===== config.mk =====
export PLATFORM = sky130hd
export DESIGN_NAME = mem_responder
export DESIGN_NICKNAME = d
export VERILOG_FILES = /design/src/rtl/mem_responder.sv
export SDC_FILE = /design/constraint.sdc
export NUM_CORES = 1
export LEC_CHECK = 0
export ABC_AREA = 1
export CORE_ASPECT_RATIO = 1.4
export CORE_UTILIZATION = 64
export DETAILED_ROUTE_END_ITERATION = 6
export HOLD_SLACK_MARGIN = 0.06
export PLACE_DENSITY = 0.78
export SYNTH_ARGS = -nofsm -noshare
export SYNTH_HDL_FRONTEND = slang
export SYNTH_SLANG_ARGS = --single-unit

===== constraint.sdc =====
create_clock -name clk -period 4.4 [get_ports clk]
set_input_delay 0.66 -clock clk [delete_from_list [all_inputs] [get_ports clk]]
set_output_delay 0.66 -clock clk [all_outputs]
set_load 0.01 [all_outputs]

===== src/rtl/mem_responder.sv =====
// mem_responder: CPU word memory with power-on clear, streamed program load and 1-cycle registered reads
module mem_responder #(
  parameter int ADDR_WIDTH = 6,
  parameter int DATA_WIDTH = 16,
  parameter int LOAD_BASE  = 8,
  parameter bit LOAD_EN    = 1'b1
) (
  input  logic                  clk,
  input  logic                  rst_n,
  input  logic                  we,
  input  logic [ADDR_WIDTH-1:0] addr,
  input  logic [DATA_WIDTH-1:0] data,
  output logic [DATA_WIDTH-1:0] out,
  input  logic                  ld_valid,
  input  logic [DATA_WIDTH-1:0] ld_data,
  input  logic                  ld_last,
  output logic                  ld_ready,
  output logic                  busy,
  output logic                  ld_overflow
);
  localparam int DEPTH = 1 << ADDR_WIDTH;
  typedef enum logic [1:0] {CLEAR = 2'd0, LOAD = 2'd1, RUN = 2'd2} state_t;
  state_t state, next;
  logic [ADDR_WIDTH-1:0] clr_ptr, ld_ptr, w_addr;
  logic [DATA_WIDTH-1:0] w_data;
  logic [DATA_WIDTH-1:0] mem [DEPTH];
  logic xfer, w_en;
  always_ff @(posedge clk) state <= !rst_n ? CLEAR : next;
  always_comb begin
    next = state == CLEAR ? (&clr_ptr ? (LOAD_EN ? LOAD : RUN) : CLEAR) :
           state == LOAD  ? ((xfer && (ld_last || &ld_ptr)) ? RUN : LOAD) :
           state == RUN   ? RUN : CLEAR;
  end
  always_comb begin
    busy     = state == CLEAR || state == LOAD;
    ld_ready = state == LOAD;
  end
  // Single write port shared by clear, load and the CPU; reset never writes the array.
  always_comb begin
    xfer   = ld_valid && ld_ready;
    w_en   = rst_n && (state == CLEAR || xfer || (state == RUN && we));
    w_addr = state == CLEAR ? clr_ptr : state == LOAD ? ld_ptr : addr;
    w_data = state == CLEAR ? '0 : state == LOAD ? ld_data : data;
  end
  always_ff @(posedge clk) if (w_en) mem[w_addr] <= w_data;
  always_ff @(posedge clk) begin
    if (!rst_n) begin
      clr_ptr     <= '0;
      ld_ptr      <= ADDR_WIDTH'(LOAD_BASE);
      out         <= '0;
      ld_overflow <= 1'b0;
    end else begin
      clr_ptr <= state == CLEAR ? clr_ptr + 1'b1 : clr_ptr;
      ld_ptr  <= state == CLEAR ? ADDR_WIDTH'(LOAD_BASE) : xfer ? ld_ptr + 1'b1 : ld_ptr;
      out     <= state == RUN ? mem[addr] : '0;
      if (xfer && &ld_ptr && !ld_last) ld_overflow <= 1'b1;
    end
  end
endmodule


Word level (Yosys, flattened, before mapping)
Memory sizes are Yosys's and may differ from the RTL's. A register that Yosys moved wholly into a read port is not among the register bits. Index checks and enable logic that the tools add are counted.

Register bits: 15. Bits in writable memories: 1024. Bits of input ports: 43. Output and inout bits: 19. Word-level logic and storage cells: 38. Memories: 1.

Add/subtract/negate cells: 2. Eq/ne operators: 2. Muxes and demuxes: 11. Bitwise gates (word level): 1. Reduce and logical (&&, ||, !) cells: 17.

Memories: mem (words 64, width 16, rd ports 1, clocked after memory_dff 1, write ports 1, line 26) `logic [DATA_WIDTH-1:0] mem [DEPTH];`.

Operators with widths (number): $mux 16 (2); $add 6x1->6 const B (2); $mux 6 (2); $reduce_and 6->1 (2); $mux 2 (4); $logic_and 1x1->1 (6); $logic_or 1x1->1 (4); $mux 1 (3); $eq 2x1->1 const B (1); $eq 2x2->1 const B (1); $logic_not 1->1 (2); $logic_not 2->1 (1); $reduce_and 2->1 (1); $reduce_or 2->1 (1); $not 1->1 (1).

Longest topological paths before layout
Depth in word-level cells: 7. Depth in mapped cells: 12. Mapped depth without buffers: 9.

Worst setup path before layout
Ideal clock, no wire load.

Kind: input-to-reg. From: in addr[5]. To: mem mem[48][0], enable pin. Setup time: 389 ps. Data arrival time: 2348 ps. Data required time: 4011 ps. Path slack: 1664 ps. Stages: 6. Path buffers: 1. Path through: buf_2 > clkinv_1 > o221ai_1 > and2_1 > nand2_1 > nor2_1.

Longest elaborated chain between the ends: 2.

RTL lines: start, declared (line 11) `input logic [ADDR_WIDTH-1:0] addr,`; $mux 6 (2 in a row) (line 42) `w_addr = state == CLEAR ? clr_ptr : state == LOAD ? ld_ptr : addr;`; end, declared (line 26).

Every way passes these cells.

Worst setup path after layout
From: reg state[1]. To: mem mem[62][10], enable pin.

Longest elaborated chain between the ends: 7. Elaborated cells between the ends (all ways): 12. Classes of those cells: eq/ne: 2; mux: 4; reduce/logical: 6.

RTL lines: start, declared (line 23) `state_t state, next;`; start signal, assigned (line 28) `always_ff @(posedge clk) state <= !rst_n ? CLEAR : next;`; $eq 2x1->1 (line 36, 42); $logic_and 1x1->1 (line 40) `xfer = ld_valid && ld_ready;`; $logic_or 1x1->1 (2 in a row) (line 41) `w_en = rst_n && (state == CLEAR || xfer || (state == RUN && we));`; $logic_and 1x1->1 (line 41); $mux 1 (line 45) `always_ff @(posedge clk) if (w_en) mem[w_addr] <= w_data;`; $mux 1 (not written as such) (line 45).

Several ways; a longest one is shown, not always the timed one.

==> summary.txt <==
Outcome
  – Status: complete, but fails checks
  – Failing checks: DRC

Setup path
  – Worst r2r path cells: 6
  – R2R Setup Slk: around 790 ps
  – Crit path launch: state[1]$_SDFF_PP0_
  – WP data arrival: 3880 ps
  – Setup CP Type: reg2reg
  – Worst-path fanout max: 22
  – R2r endpoint: mem[62][10]$_DFFE_PP_
  – FF-to-FF Start: state[1]$_SDFF_PP0_
  – Critical Path Sink Type: flop
  – Critical Path End: mem[62][10]$_DFFE_PP_
  – Required @ worst endpoint: between 4000 and 5000 ps
  – Worst setup SP type: flop

Global route
  – Global-route wire length before repair: ~170,000 um
  – Gr ovfl total: 0
  – Largest net degree at the start of global routing: approximately 130
  – Initial antenna violation count: 1
  – Total track usage: ~35%
  – Number of global-route vias before repair: ~29,000

Timing
  – Final hold viol count: 0
  – FMAX: between 0.2 and 0.3 GHz
  – Final Setup Violations: 0
  – Fin crit period: ~3600 ps
  – Worst-margin pin slew: 1263 ps
  – Final Cycle Share: between 80% and 90%
  – Clock Skews: 27.38 ps
  – RSZ-0062 raised after global routing: no
  – Slew margin rel.: between 10% and 20%
  – Slew Viols, Final: 0
  – Sum of negative setup slack: 0 ps

Placement
  – Gpl congestion: 0.9648
  – Dpl cells: 4,450
  – Hpwl dp: roughly 69,000 um
  – IO Port Bufs: between 60 and 70

Synthesis
  – Post-synth cell types: 31
  – Post-synth ARST share: 0%
  – Synthesized cell area: ~0.043 mm2
  – Synth top area cells: edfxtp_1 72%, nand2_1 11%, nand3_1 10%, buf_2 1.5%, dfxtp_1 1.5%
  – Most common cell in the netlist: nand2_1
  – Syn Nets: approximately 3,700
  – Commonest cells in the synthesized netlist: 1,304 x nand2_1, 1,024 x edfxtp_1, 869 x nand3_1
  – Ys flop type: edfxtp_1
  – Syn. warnings: 0
  – Area leader, netlist: edfxtp_1
  – Seq/Total Area, Yosys: around three quarters
  – Area share of the largest cell type after synthesis: between 70% and 80%
  – Post-synthesis cell count: roughly 3,600
  – Syn_area_per_cell: between 10 and 15 um2
  – Number of flops mapped to enable cells by yosys: 1,024
  – Post-synthesis register bit count: approximately 1,100

Route
  – Final WL: ~120,000 um
  – Detailed Routing Iterations Pass 1: 7
  – Initial DRC count: about 4,500
  – Drt drc: 6
  – DR vias: 29,430
  – Number of routed nets with antenna violations: 0
  – DR WL/cell: approximately 25 um
  – Vias per cell: between 6 and 7

Floorplanning
  – Die Ht: 307.1 um
  – Die Area: 0.06756 mm2
  – CORE AREA: 0.06555 mm2
  – FP Rows: ~110
  – Initial Util: between 60% and 70%
  – Die width: 220.0 um
  – IO Count: between 60 and 70

Layout
  – Diodes inserted: 0
  – Fill cell count: 4,196
  – Count of non-filler cells in the finished layout: around 4,600
  – Share of layout cells above drive strength 1: roughly 8%
  – Fin nets: 3,742
  – Synth-to-Final Area Change: 11.71%

Power and ir drop
  – Leakage Power: around 0.018 uW
  – P per Cell Area: roughly 420 mW/mm2
  – Overall Power: between 20,000 and 25,000 uW
  – Worst vdd ir: roughly 0.37 mV

Clock tree
  – H-Tree Level Count: 3
  – Post-CTS setup buffers: 0
  – CTS tree: built
  – Clk root buf: clkbuf_16
  – # clock sinks: 1,055
  – Worst skew pair latency: approximately 660 ps
  – Max clock buf depth: 3
  – CTS Buf Count: slightly above 90
  – Clock Pin Slew Worst Setup and Hold Paths: 60 ps
  – Hold_buf cts: 0
  – Post-cts resize count: 0

Worst hold path
  – Hold crit path type: reg2reg

Run
  – Max_cap viols: 0
==> critical path: stages, from the launching register on <==
cell,delay [ps]
dfxtp_1,860
inv_2,190
nand2_4,140
nor2_1,50
a221oi_2,330
nand4_1,520
nor2_1,1130
==> flip-flops by register name, indices dropped and copies added (netlist names) <==
signal and cells:
out 16, state 2, ld_ptr 6, mem 1024, ld_overflow 1, clr_ptr 6
==> worst min-delay path by stage <==
stage / startpoint / endpoint / slack (ps) / cells past startpoint
floorplan: ld_ptr[5]$_SDFFE_PP0P_ / ld_ptr[5]$_SDFFE_PP0P_ / 440 / 2
global placement: ld_ptr[5]$_SDFFE_PP0P_ / ld_ptr[5]$_SDFFE_PP0P_ / 450 / 2
detailed placement: ld_ptr[5]$_SDFFE_PP0P_ / ld_ptr[5]$_SDFFE_PP0P_ / 470 / 2
CTS: ld_ptr[5]$_SDFFE_PP0P_ / ld_ptr[5]$_SDFFE_PP0P_ / 480 / 2
global route: ld_ptr[5]$_SDFFE_PP0P_ / ld_ptr[5]$_SDFFE_PP0P_ / 510 / 2
finish: ld_ptr[5]$_SDFFE_PP0P_ / ld_ptr[5]$_SDFFE_PP0P_ / 490 / 2
==> per-stage QoR <==
step | hold slack, ps | instance area (um2) | utilization (%) | worst slack, ps
5_1_grt | 506.5 | 47550 | 72.54 | 601.5
6_report | 487.6 | 47550 | 72.54 | 792.4
4_1_cts | 483.0 | 47550 | 72.53 | 882.7
2_1_floorplan | 437.7 | 42560 | - | 1664
3_3_place_gp | 450.6 | 44460 | 67.83 | 922.4
3_5_place_dp | 470.8 | 44460 | 67.83 | 758.6
==> cell families (layout without fill, tap and decap cells) <==
logic type,Yosys count,after routing,share of synthesized area (%)
xor+xnor,1,1,0.02058
simple gates,2269,2269,22.70
compound gates,59,59,0.8936
fa+ha+maj,2,2,0.05878
buf+inv,256,387,2.631
flops,1055,1055,73.70
==> report_power, final <==
group	switching (uW)	internal [uW]	total (uW)
combinational	764	289	1050
sequential	9.47	10900	10900
clock	3600	4650	8250
total	4370	15800	20200
==> placed cells by master, fill, tap and decap left out, types with 2 or more instances in the layout <==
cell type        instances
a21oi_1                 28
a22o_2                  16
buf_12                  20
buf_4                  107
bufinv_16               11
clkbuf_1                11
clkbuf_16               94
clkbuf_8                 5
clkdlybuf4s50_1         57
clkinv_1                14
clkinv_2                22
clkinv_8                 3
clkinvlp_4               7
dfxtp_1                 31
edfxtp_1              1024
ha_1                     2
inv_1                   24
inv_2                    2
inv_6                    3
inv_8                    3
nand2_1               1304
nand3_1                869
nand4_1                  9
nor2_1                  73
nor2_2                   2
nor3_1                   5
nor3b_1                  2
o21ai_0                  9
o221ai_1                 2
==> layer usage <==
layer	GRT usage [%]	part of all wire (%)
met1	44.77	33
met4	22.25	6.6
met5	0	0.014
met3	6.716	11
met2	56.64	49
==> layout make-up <==
class                   instances  area (um2)  share of cell area, %
clock buffers                 109        2449                  5.149
clock inverters                61       636.9                  1.339
inverters                      30       130.1                 0.2737
multi-input cells            2331       10100                  21.23
flip-flops and latches       1055       31370                  65.97
well taps                     847        1060                  2.229
repair buffers                187        1808                  3.802
Power figures use the tool's default switching activity.
